**src/rtl/config_arb_pkg.sv**
```systemverilog
// Shared types for the configuration-port arbiter: session states, grant bit
// positions and the fixed-priority one-hot encoder.
package config_arb_pkg;

  localparam int NUM_SRC       = 4;
  localparam int GRANT_JTAG    = 3;
  localparam int GRANT_UART    = 2;
  localparam int GRANT_BITBANG = 1;
  localparam int GRANT_SELF    = 0;

  typedef enum logic [1:0] {
    IDLE    = 2'd0,
    START   = 2'd1,
    ACTIVE  = 2'd2,
    RELEASE = 2'd3
  } arb_state_e;

  // Higher bit index means higher priority, so the last set bit wins.
  function automatic logic [NUM_SRC-1:0] prio_onehot(input logic [NUM_SRC-1:0] req);
    prio_onehot = '0;
    for (int i = 0; i < NUM_SRC; i++) begin
      if (req[i]) begin
        prio_onehot    = '0;
        prio_onehot[i] = 1'b1;
      end
    end
  endfunction

endpackage

```
**src/rtl/config_arb_idle_timer.sv**
```systemverilog
// Saturating idle counter for CPU self-write sessions; expire_o rises on the
// IdleTimeout-th consecutive cycle without a clear.
module config_arb_idle_timer #(
  parameter int IdleTimeout  = 255,
  parameter int TimeoutWidth = 8
) (
  input  logic clk_i,
  input  logic rst_i,
  input  logic clr_i,
  output logic expire_o
);

  logic [TimeoutWidth-1:0] cnt_q, cnt_d;

  always_comb begin
    cnt_d = cnt_q;
    if (clr_i)
      cnt_d = '0;
    else if (cnt_q != '1)
      cnt_d = cnt_q + TimeoutWidth'(1);
  end

  always_ff @(posedge clk_i) begin
    if (rst_i) cnt_q <= '0;
    else       cnt_q <= cnt_d;
  end

  // cnt_q == N-1 in the Nth quiet cycle after the clearing strobe.
  assign expire_o = (cnt_q >= TimeoutWidth'(IdleTimeout - 1));

endmodule

```
**src/rtl/config_port_arbiter.sv**
```systemverilog
// Session arbiter for the shared ConfigFSM write port (JTAG > UART > BitBang > Self).
// Optional build macro CONFIG_ARB_PREEMPT_EN lets a higher-priority request restart the session.
module config_port_arbiter
  import config_arb_pkg::*;
#(
  parameter int IdleTimeout  = 255,
  parameter int TimeoutWidth = 8,
  parameter int CountWidth   = 16
) (
  input  logic                  CLK,
  input  logic                  reset,
  input  logic                  JTAGActive,
  input  logic                  JTAGWriteStrobe,
  input  logic [31:0]           JTAGWriteData,
  input  logic                  UART_ComActive,
  input  logic                  UART_WriteStrobe,
  input  logic [31:0]           UART_WriteData,
  input  logic                  BitBangActive,
  input  logic                  BitBangWriteStrobe,
  input  logic [31:0]           BitBangWriteData,
  input  logic                  SelfWriteStrobe,
  input  logic [31:0]           SelfWriteData,
  input  logic                  DropClear,
  output logic [31:0]           ConfigWriteData,
  output logic                  ConfigWriteStrobe,
  output logic                  FSM_Reset,
  output logic [3:0]            Grant,
  output logic                  Busy,
  output logic [CountWidth-1:0] WordCount,
  output logic                  DropFlag
);

  arb_state_e                 state_q, state_d;
  logic [NUM_SRC-1:0]         grant_q, grant_d;
  logic [NUM_SRC-1:0]         req, stb, win, ok_mask;
  logic [NUM_SRC-1:0][31:0]   wdata;
  logic                       self_expire, session_start, sel_stb;
  logic [31:0]                sel_data;
  logic                       out_stb_q, out_stb_d, pend_vld_q, pend_vld_d;
  logic [31:0]                out_data_q, out_data_d, pend_data_q, pend_data_d;
  logic [CountWidth-1:0]      cnt_q, cnt_d;
  logic                       drop_q, drop_d;

  assign stb   = {JTAGWriteStrobe, UART_WriteStrobe, BitBangWriteStrobe, SelfWriteStrobe};
  assign wdata = {JTAGWriteData, UART_WriteData, BitBangWriteData, SelfWriteData};
  assign req   = {JTAGActive, UART_ComActive, BitBangActive,
                  SelfWriteStrobe | (grant_q[GRANT_SELF] & ~self_expire)};
  assign win   = prio_onehot(req);

  config_arb_idle_timer #(
    .IdleTimeout (IdleTimeout),
    .TimeoutWidth(TimeoutWidth)
  ) u_idle_timer (
    .clk_i   (CLK),
    .rst_i   (reset),
    .clr_i   (SelfWriteStrobe),
    .expire_o(self_expire)
  );

  always_comb begin
    state_d       = state_q;
    grant_d       = grant_q;
    session_start = 1'b0;
    case (state_q)
      IDLE: if (|req) begin
        state_d       = START;
        grant_d       = win;
        session_start = 1'b1;
      end
      START: state_d = ACTIVE;
      ACTIVE: begin
        if (~|(req & grant_q)) begin
          state_d = RELEASE;
          grant_d = '0;
        end
`ifdef CONFIG_ARB_PREEMPT_EN
        else if (win > grant_q) begin
          state_d       = START;
          grant_d       = win;
          session_start = 1'b1;
        end
`endif
      end
      RELEASE: state_d = IDLE;
      default: state_d = IDLE;
    endcase
  end

  // In IDLE only the winner may strobe; its word is parked until ConfigFSM leaves reset.
  always_comb begin
    ok_mask = '0;
    if (state_q == IDLE)
      ok_mask = win;
    else if (state_q == START || state_q == ACTIVE)
      ok_mask = grant_q;
    sel_stb  = |(stb & ok_mask);
    sel_data = '0;
    for (int i = 0; i < NUM_SRC; i++)
      if (ok_mask[i]) sel_data = sel_data | wdata[i];

    out_stb_d   = 1'b0;
    out_data_d  = out_data_q;
    pend_vld_d  = 1'b0;
    pend_data_d = pend_data_q;
    if (state_q == IDLE) begin
      pend_vld_d = sel_stb;
      if (sel_stb) pend_data_d = sel_data;
    end else if (pend_vld_q) begin
      out_stb_d  = 1'b1;
      out_data_d = pend_data_q;
      pend_vld_d = sel_stb;
      if (sel_stb) pend_data_d = sel_data;
    end else if (sel_stb) begin
      out_stb_d  = 1'b1;
      out_data_d = sel_data;
    end

    cnt_d = cnt_q;
    if (session_start)
      cnt_d = '0;
    else if (out_stb_d && cnt_q != '1)
      cnt_d = cnt_q + CountWidth'(1);

    drop_d = drop_q;
    if (|(stb & ~ok_mask))
      drop_d = 1'b1;
    else if (DropClear)
      drop_d = 1'b0;
  end

  always_ff @(posedge CLK) begin
    if (reset) begin
      state_q     <= IDLE;
      grant_q     <= '0;
      out_stb_q   <= 1'b0;
      out_data_q  <= '0;
      pend_vld_q  <= 1'b0;
      pend_data_q <= '0;
      cnt_q       <= '0;
      drop_q      <= 1'b0;
    end else begin
      state_q     <= state_d;
      grant_q     <= grant_d;
      out_stb_q   <= out_stb_d;
      out_data_q  <= out_data_d;
      pend_vld_q  <= pend_vld_d;
      pend_data_q <= pend_data_d;
      cnt_q       <= cnt_d;
      drop_q      <= drop_d;
    end
  end

  assign ConfigWriteData   = out_data_q;
  assign ConfigWriteStrobe = out_stb_q;
  assign FSM_Reset         = (state_q == START);
  assign Grant             = grant_q;
  assign Busy              = (state_q != IDLE);
  assign WordCount         = cnt_q;
  assign DropFlag          = drop_q;

endmodule
```
**config.mk**
```make
export PLATFORM = sky130hd
export DESIGN_NAME = config_port_arbiter
export DESIGN_NICKNAME = d
export VERILOG_FILES = /design/src/rtl/config_arb_pkg.sv /design/src/rtl/config_arb_idle_timer.sv /design/src/rtl/config_port_arbiter.sv
export SDC_FILE = /design/constraint.sdc
export NUM_CORES = 1
export LEC_CHECK = 0
export CORE_MARGIN = 3
export CORE_UTILIZATION = 39
export DETAILED_ROUTE_END_ITERATION = 16
export PLACE_DENSITY = 0.72
export SYNTH_ARGS = -nofsm -noshare
export SYNTH_HDL_FRONTEND = slang
export SYNTH_HIERARCHICAL = 1
export SYNTH_SLANG_ARGS = --single-unit
```
**constraint.sdc**
```tcl
create_clock -name CLK -period 3.09 [get_ports CLK]
set_clock_uncertainty 0.15 [all_clocks]
set_input_delay 0.309 -clock CLK [delete_from_list [all_inputs] [get_ports CLK]]
set_output_delay 0.309 -clock CLK [all_outputs]
set_load 0.005 [all_outputs]
```
Word level (Yosys, flattened, before mapping)
Cells that the tools add are included.
{"block": "totals", "memories": 0, "input_bits": 138, "register_bits": 97, "output_inout_bits": 56, "ram_bits": 0, "mem_bits_ro": 0, "wordCells": 77, "latchBits": 0}
{"block": "classes", "n_shift": 0, "n_reduce_logical": 17, "mux": 30, "n_eq_ne": 7, "n_bitwise": 11, "n_lt_le_gt_ge": 1, "multipliers": 0, "div": 0, "addsub": 2}
{"cell": "$mux W32", "n": 9}
{"cell": "$or A32 B32 Y32", "n": 3}
{"cell": "$mux W4", "n": 6}
{"cell": "$add A16 B1 Y16 const B", "n": 1}
{"cell": "$ne A16 B16 Y1 const B", "n": 1}
{"cell": "$reduce_or A4 Y1", "n": 4}
{"cell": "$and A4 B4 Y4", "n": 3}
{"cell": "$mux W1", "n": 10}
{"cell": "$reduce_bool A2 Y1", "n": 5}
{"cell": "$add A8 B1 Y8 const B", "n": 1}
{"cell": "$ge A8 B8 Y1 const B", "n": 1}
{"cell": "$ne A8 B8 Y1 const B", "n": 1}
{"cell": "$pmux W2 S4", "n": 1}
{"cell": "$pmux W4 S2", "n": 1}
{"cell": "$mux W2", "n": 3}
{"cell": "$eq A2 B2 Y1 const B", "n": 2}
{"cell": "$ne A2 B2 Y1 const B", "n": 2}
{"cell": "$not A4 Y4", "n": 1}
{"cell": "$reduce_and A2 Y1", "n": 2}
{"cell": "$reduce_or A2 Y1", "n": 2}
{"cell": "$reduce_and A3 Y1", "n": 1}
{"cell": "$eq A2 B1 Y1 const B", "n": 1}
{"cell": "$logic_not A2 Y1", "n": 1}
{"cell": "$not A1 Y1", "n": 2}
{"cell": "other kinds (4)", "n": 4}

Depth between registers and ports, before layout
Gate-level depths: netlist (run 1).
{"block": "depth", "ltp_word": 19, "ltp_mapped": 10, "mapped_depth_nobuf": 9}

Hierarchy
Netlist (run 1), hierarchy kept.
{"module": "config_port_arbiter", "cells_each": 553, "seq_area_each_um2": 1781.7, "area_each_um2": 4892.2, "n_inst": 1}
{"module": "config_arb_idle_timer", "cells_each": 46, "seq_area_each_um2": 160.2, "area_each_um2": 405.4, "n_inst": 1}

Worst setup path after synthesis (run 1)
No wires, ideal clock.
{"block": "synth_path", "kind": "reg-to-reg", "from": "reg state_q[0]", "to": "reg pend_data_q[11]", "stages_incl_launch_ff": 11, "arrival_ns": 2.089, "period_less_slack_ns": 2.382, "required_ns": 2.797, "setup_ns": 0.143, "path_buffers": 3, "slack_ns": 0.708, "path_cell_list": "dfxtp_1 -> inv_1 -> ha_1 -> and3b_1 -> clkbuf_1 -> o21ai_2 -> a31oi_1 -> or2_1 -> buf_2 -> buf_2 -> a211oi_2"}
{"block": "synth_via", "elab_chain_cells": 14, "elab_cells_between_ends": 19, "classes_between": "eq/ne: 2; mux: 9; bitwise: 4; reduce/logical: 4"}
{"element": "from (decl)", "line_no": "config_port_arbiter.sv:33", "text": "arb_state_e state_q, state_d;"}
{"element": "from (signal assigned)", "line_no": "config_port_arbiter.sv:142", "text": "state_q <= state_d;"}
{"element": "$eq A2 B1 Y1 / $eq A2 B2 Y1 (equally long branches)", "line_no": "config_port_arbiter.sv:94", "text": "else if (state_q == START || state_q == ACTIVE)"}
{"element": "$logic_or A1 B1 Y1", "line_no": "config_port_arbiter.sv:94"}
{"element": "$mux W4", "line_no": "config_port_arbiter.sv:94"}
{"element": "$mux W4", "line_no": "config_port_arbiter.sv:92", "text": "if (state_q == IDLE)"}
{"element": "$mux W32", "line_no": "config_port_arbiter.sv:99", "text": "if (ok_mask[i]) sel_data = sel_data | wdata[i];"}
{"element": "$or A32 B32 Y32", "line_no": "config_port_arbiter.sv:99"}
{"element": "$mux W32", "line_no": "config_port_arbiter.sv:99"}
{"element": "$or A32 B32 Y32", "line_no": "config_port_arbiter.sv:99"}
{"element": "$mux W32", "line_no": "config_port_arbiter.sv:99"}
{"element": "$or A32 B32 Y32", "line_no": "config_port_arbiter.sv:99"}
{"element": "$mux W32", "line_no": "config_port_arbiter.sv:99"}
{"element": "$mux W32", "line_no": "config_port_arbiter.sv:107, config_port_arbiter.sv:112"}
{"element": "$mux W32", "line_no": "config_port_arbiter.sv:108", "text": "end else if (pend_vld_q) begin"}
{"element": "$mux W32", "line_no": "config_port_arbiter.sv:105", "text": "if (state_q == IDLE) begin"}
{"element": "to (signal assigned)", "line_no": "config_port_arbiter.sv:147", "text": "pend_data_q <= pend_data_d;"}
{"element": "to (decl)", "line_no": "config_port_arbiter.sv:40", "text": "logic [31:0] out_data_q, out_data_d, pend_data_q, pend_data_d;"}
Parallel ways exist; a longest one is shown, timed or not. The select of a mux whose other input is x is not followed.
A chain may end at the register's enable or synchronous reset.

Worst setup path after layout (run 1)
{"block": "layout_path", "from": "reg state_q[0]", "to": "reg pend_data_q[3]"}
The elaborated chain is that of the path after synthesis.

==> run_results.csv, run 1 <==
group,metric,value,unit
status,status,"complete, no violations",
clocking,cts_buffers,9,
yosys,yosysWarnings,6,
layout,ff_latch_area,1940,um2
clocking,cts_tree,"built",
critical_path,worstPathRequired,3180,ps
layout,syn2layout_area_growth,44.5,%
clocking,post_cts_buffers,0,
critical_path,crit_top_cell,"buf_4",
global_route,grt_antenna_before_repair,0,
layout,fillers,1146,
timing,max_freq,351,MHz
timing,hold_ws,317,ps
timing,hold_viol,0,
timing,slew_headroom,24.0,%
yosys,avgSynthCellArea,8.84,um2
power_and_ir_drop,p_per_area,627,nW/um2
routing,via_per_inst,6.13,
timing,worst_slew_pin_slew,1140,ps
die,die_y,123,um
die,initial_core_util,41.0,%
global_route,overflow,0,
die,dieArea,15000,um2
clocking,clk_latency,340,ps
routing,drc,0,
layout,drive_gt1_share,8.89,%
job,drv_cap,0,
critical_path,critPathArrivalTime,2940,ps
clocking,clock-sinks,97,
placed_design,io_buffers,193,
yosys,async_flop_share,0,%
critical_path,worstPathCellList,"inv_1 > ha_1 > and3b_1 > buf_4 > o21ai_2 > a41oi_4 > buf_4 > nor3_1 > a211oi_1",
yosys,seq_area_frac_synth,36.7,%
layout,layout_commonest_cell,"clkdlybuf4s50_1",
critical_path,cp_slowest_cell,"a41oi_4",
yosys,synth_cell_types,62,
clocking,clock_path_buffers,2,
placed_design,gp_congestion,0.889,
yosys,synth_area_leaders,"dfxtp_1, a222oi_1, a32o_1",
placed_design,place_hpwl,13.1,mm
timing,setup_ws,239,ps
yosys,synth_top_area_share,36.7,%
clocking,htreeDepth,3,
timing,drv_slew,0,
global_route,grt_pass1_wl,29.6,mm
yosys,synth_edf_count,0,
layout,diodes,0,
global_route,grt_use_total,24.4,%
routing,wl_per_cell,20.1,um
yosys,ys_ff_latch,97,
timing,post-route-min-period,2850,ps
layout,stdcell_area,7650,um2
layout,layout_common_cells,"clkdlybuf4s50_1, dfxtp_1, nand3_1",
die,core,12900,um2
critical_path,critPathKind,"reg2reg",
die,dieWidth,123,um
routing,drtAntennaViolNets,0,
critical_path,end_kind,"register",
critical_path,rrSetupSlack,240,ps
clocking,clkTransAtPathRegs,70,ps
timing,fin_crit_sh,92.3,%
yosys,yosysTopAreaCell,"dfxtp_1",
layout,nets,915,
power_and_ir_drop,p_leak,2.61,nW
yosys,syn-cell-area,5300,um2
timing,tns,0,ps
timing,rsz0062_at_grt,"false",
die,rows,41,
routing,totalWireLength,19.1,mm
clocking,cts_root_buf,"clkbuf_16",
clocking,cts_resized,0,
yosys,synth_flop_cell,"dfxtp_1",
routing,drt_iter0_markers,552,
critical_path,cp-start-kind,"register",
power_and_ir_drop,irDropWorstVdd,0.465,mV
critical_path,cp_max_fo,25,
clocking,cts_hold_buf,0,
global_route,grt_pass1_vias,5831,
yosys,syn_inst,599,
die,num_io_pins,194,
layout,final_core_util,59.2,%
critical_path,slowest_delay,410,ps
routing,firstDrtPassIters,8,
placed_design,pre_cts_ws,219,ps
timing,setup_viol,0,
placed_design,placed_area,7380,um2
layout,multi_input_area,3080,um2
min_path,min_path_type,"reg2reg",
global_route,grt_max_degree,48,
yosys,syn-num-nets,743,
routing,vias,5813,
==> flip-flops by register name (all words and copies together), names as in the netlist <==
signal,cells
pend_vld_q,1
ConfigWriteStrobe,1
pend_data_q,32
state_q,2
DropFlag,1
Grant,4
u_idle_timer/cnt_q,8
ConfigWriteData,32
WordCount,16
==> layer usage <==
metal  share of wire, %  up-vias  wire, um  GRT usage (%)
met5                  0        -         0              0
li1                   -     2684         -              -
met3                7.4       37      1420           3.82
met4                2.7        0       510           9.73
met2                 49      257      9340           42.6
met1                 41     2835      7790           29.9
==> cells by family (layout without fill, tap and decap cells) <==
logic type,Yosys count,after routing,share of synthesized area (%)
AND/OR/NAND/NOR,228,228,24.8
adder cells (fa/ha/maj),6,6,1.42
AO/OA/AOI/OAI,195,195,30.1
buffers and inverters,67,244,5.95
multiplexers,4,4,0.756
flip-flops,97,97,36.7
XOR/XNOR,2,2,0.331
==> stage by stage <==
step	instances	power, mW
finish	948	4.80
global route	948	5.08
CTS	948	4.81
detailed placement	932	3.74
global placement	932	3.67
floorplan	599	2.95
==> critical path, delay by kind of cell, from the launching register on <==
family / cells / cell delay, ps
flops: 1 / 370
compound gates: 3 / 790
simple gates: 2 / 330
fa+ha+maj: 1 / 400
buf+inv: 3 / 690
==> report_power, final <==
part / internal (mW) / switching, mW / total (mW) / leakage, nW
Clock: 0.570 / 0.498 / 1.07 / 0.129
Combinational: 0.992 / 1.13 / 2.12 / 1.69
Sequential: 1.49 / 0.126 / 1.61 / 0.790
==> final timing paths <==
kind | startpoint | end | depth (start not counted)
worst max-delay path | state_q[0]$_SDFFE_PP0P_ | pend_data_q[3]$_SDFFE_PP0P_ | 9
worst min-delay path | ConfigWriteData[16]$_SDFFE_PP0P_ | ConfigWriteData[16]$_SDFFE_PP0P_ | 1
worst max register to register | state_q[0]$_SDFFE_PP0P_ | pend_data_q[3]$_SDFFE_PP0P_ | 9
worst min register to register | ConfigWriteData[16]$_SDFFE_PP0P_ | ConfigWriteData[16]$_SDFFE_PP0P_ | 1
==> layout make-up <==
class | instances | area share [%]
tap | 172 | 2.81
inverter | 15 | 0.736
clock inverter | 4 | 0.376
multi-input combinational | 435 | 40.2
sequential | 97 | 25.4
clock buffer | 12 | 3.22
timing repair buffer | 213 | 27.3
==> Yosys cell counts (all sizes together), types with 3 or more instances <==
cell    number
a211oi      32
a21oi       19
a222oi      33
a22o         4
a31oi        5
a32o        33
and2        35
and3         4
buf         17
clkbuf      35
dfxtp       97
ha           6
inv         14
mux2i        4
nand2       17
nand2b      33
nand3       45
nand4        4
nor2        12
nor3        40
nor4         4
o21a         3
o21ai       46
o31ai        7
or2          4
or3          9
or4          9
(Power assumes the default switching activity.)
==> run 2: changes to the inputs <==
--- a/config.mk
+++ b/config.mk
@@ -5,10 +5,11 @@
 export SDC_FILE = /design/constraint.sdc
 export NUM_CORES = 1
 export LEC_CHECK = 0
+export ABC_AREA = 1
 export CORE_MARGIN = 3
 export CORE_UTILIZATION = 39
 export DETAILED_ROUTE_END_ITERATION = 16
-export PLACE_DENSITY = 0.72
+export PLACE_DENSITY = 0.7
 export SYNTH_ARGS = -nofsm -noshare
 export SYNTH_HDL_FRONTEND = slang
 export SYNTH_HIERARCHICAL = 1
==> run_results.csv, run 2 <==
group,metric,value,unit
layout,layout_commonest_cell,"nand2_1",
min_path,holdPathStages,2,
min_path,hold_start,"pend_data_q[14]$_SDFFE_PP0P_",
critical_path,slowest_delay,390,ps
routing,via_per_inst,4.84,
min_path,hold_end,"pend_data_q[14]$_SDFFE_PP0P_",
clocking,clock-sinks,97,
die,dieArea,16500,um2
critical_path,worstPathCellList,"inv_1 > ha_1 > inv_2 > nand3_2 > a21oi_2 > nor2_4 > nand3_4 > nand2_4 > buf_4 > nand2_1 > nand2_1 > nor2_1",
placed_design,io_buffers,193,
timing,fin_crit_sh,85.7,%
die,core,14600,um2
yosys,synth_most_common_cell,"nand2_1",
die,num_io_pins,194,
routing,totalWireLength,17.7,mm
yosys,ys_ff_latch,97,
job,drv_cap,0,
clocking,cts_hold_buf,0,
critical_path,crit_top_cell,"nand2_1",
critical_path,rrSetupSlack,440,ps
timing,rsz0062_at_grt,"false",
routing,vias,6452,
power_and_ir_drop,combPwrFrac,56.7,%
placed_design,pre_cts_ws,380,ps
clocking,clk_latency,350,ps
power_and_ir_drop,irDropWorstVdd,0.466,mV
clocking,cts_root_buf,"clkbuf_16",
clocking,cts_tree,"built",
clocking,clkTransAtPathRegs,70,ps
yosys,async_flop_share,0,%
yosys,synth_edf_count,0,
timing,drv_slew,0,
layout,drive_gt1_share,4.79,%
yosys,yosysTopAreaCell,"dfxtp_1",
timing,max_freq,378,MHz
routing,drt-met1-wl,8.21,mm
critical_path,end_kind,"register",
routing,met3_length,1.26,mm
placed_design,place_hpwl,12.9,mm
critical_path,cp_slowest_cell,"nand2_4",
routing,drt_iter0_markers,454,
yosys,synth_area_leaders,"dfxtp_1, nand2_1, nor2_1",
yosys,yosysWarnings,6,
clocking,htreeDepth,3,
placed_design,placed_area,7900,um2
critical_path,worst_r2r_path_depth,12,
layout,fillers,1462,
min_path,min_path_type,"reg2reg",
timing,slew_headroom,40.7,%
clocking,cts_buffers,9,
power_and_ir_drop,p_int,3.88,mW
routing,firstDrtPassIters,7,
global_route,grt_antenna_before_repair,0,
power_and_ir_drop,power_frac_clock,16.6,%
routing,wl_met2,7.88,mm
global_route,grt_pass1_wl,28.4,mm
global_route,grt_max_degree,54,
power_and_ir_drop,p_per_area,851,nW/um2
timing,tns,0,ps
clocking,post_cts_buffers,0,
yosys,syn-num-nets,1118,
timing,setup_ws,443,ps
timing,hold_viol,0,
global_route,overflow,0,
routing,drtAntennaViolNets,0,
global_route,grt_use_total,21.3,%
critical_path,critPathArrivalTime,2750,ps
global_route,grt_pass1_vias,5953,
clocking,cts_resized,0,
die,rows,44,
placed_design,gp_congestion,0.882,
timing,setup_viol,0,
die,die_y,128,um
yosys,synth_flop_cell,"dfxtp_1",
power_and_ir_drop,p_switching,3.11,mW
power_and_ir_drop,p_leak,3.53,nW
layout,syn2layout_area_growth,40.7,%
die,dieWidth,128,um
clocking,clock_path_buffers,2,
yosys,syn_inst,974,
routing,highest_layer,"met4",
power_and_ir_drop,swShare,44.5,%
layout,layout_common_cells,"nand2_1, clkdlybuf4s50_1, nor2_1",
layout,nets,1288,
critical_path,worstPathRequired,3190,ps
yosys,synthTopCellsByCount,"nand2_1, nor2_1, dfxtp_1",
timing,worst_slew_pin_slew,890,ps
layout,stdcell_area,8200,um2
yosys,synth_top_area_share,33.3,%
status,status,"complete, no violations",
die,initial_core_util,40.0,%
critical_path,cp-start-kind,"register",
critical_path,critPathKind,"reg2reg",
timing,post-route-min-period,2650,ps
critical_path,cp_max_fo,35,
yosys,seq_area_frac_synth,33.3,%
routing,drc,0,
routing,wl_per_cell,13.2,um
yosys,syn-cell-area,5830,um2
power_and_ir_drop,power_frac_seq,26.7,%
yosys,avgSynthCellArea,5.99,um2
yosys,synth_cell_types,34,
layout,diodes,0,
critical_path,rr_startpoint,"state_q[1]$_SDFFE_PP0P_",
critical_path,r2r_end,"ConfigWriteData[21]$_SDFFE_PP0P_",
[run 2: cell types whose count changed after synthesis, moves of 17 or more]
cell      previous run  this run
and2_1              35         1
nand2_1             16       386
inv_1               14        75
nand2b_1            33         0
nor2_1              11       153
o21ai_0             39         9
a222oi_1            33         0
nor3_1              40         4
a32o_1              33         0
nand4_1              3        42
a211oi_1            17         0
a21oi_1             19        36
[run 2: worst max path at each step]
stage,start,end,slack [ps],cells past startpoint
6_report,state_q[1]$_SDFFE_PP0P_,ConfigWriteData[21]$_SDFFE_PP0P_,440,12
5_1_grt,u_idle_timer/cnt_q[4]$_SDFFE_PP0P_,ConfigWriteData[16]$_SDFFE_PP0P_,110,16
4_1_cts,u_idle_timer/cnt_q[4]$_SDFFE_PP0P_,ConfigWriteData[21]$_SDFFE_PP0P_,420,16
3_5_place_dp,JTAGActive,ConfigWriteData[24]$_SDFFE_PP0P_,380,13
3_3_place_gp,JTAGActive,ConfigWriteData[15]$_SDFFE_PP0P_,420,13
2_1_floorplan,u_idle_timer/cnt_q[0]$_SDFFE_PP0P_,ConfigWriteData[18]$_SDFFE_PP0P_,1000,15
[run 2: through the flow]
step	std cells	utilization [%]	hold slack [ps]	total power, mW
after floorplan	974	-	294	4.47
final	1333	56.2	314	6.98
after global placement	1317	54.1	303	5.82
after global routing	1333	56.2	342	7.66
after detailed placement	1317	54.1	306	5.88
after CTS	1333	56.2	316	7.06
[run 2: final cells by class]
cell class | instances | area [um2] | share of cell area, %
multi-input combinational | 745 | 3340 | 40.7
timing repair buffer | 209 | 2080 | 25.3
sequential | 97 | 1940 | 23.7
inverter | 82 | 309 | 3.77
clock buffer | 10 | 239 | 2.91
tap | 184 | 230 | 2.81
clock inverter | 6 | 67.6 | 0.824
[run 2: power groups by stage]
stage / Clock, mW / Combinational (mW) / Sequential [mW]
floorplan: 0 / 2.60 / 1.87
global placement: 0 / 3.94 / 1.89
detailed placement: 0 / 3.99 / 1.89
CTS: 1.18 / 4.01 / 1.87
global route: 1.23 / 4.51 / 1.91
finish: 1.16 / 3.96 / 1.86
[run 2: layer usage]
layer / up-vias / track usage (%)
li1: 3391 / -
met1: 2832 / 28.0
met3: 17 / 4.63
met4: 0 / 7.24
met2: 212 / 34.6
met5: - / 0
[run 2: logic make-up (layout without fill, tap and decap cells)]
| logic type | Yosys count | count (layout) | synth area share [%] |
|---|---|---|---|
| compound gates | 85 | 85 | 8.69 |
| xor+xnor | 11 | 11 | 1.65 |
| fa+ha+maj | 6 | 6 | 1.29 |
| buf+inv | 132 | 307 | 9.44 |
| flops | 97 | 97 | 33.3 |
| simple gates | 643 | 643 | 45.6 |
[run 2: worst max-delay path: cells and delay by family, from the launching register on]
kind / cells / cell delay, ps
compound gates: 1 / 120
fa+ha+maj: 1 / 320
buf+inv: 3 / 460
flops: 1 / 320
simple gates: 7 / 1150
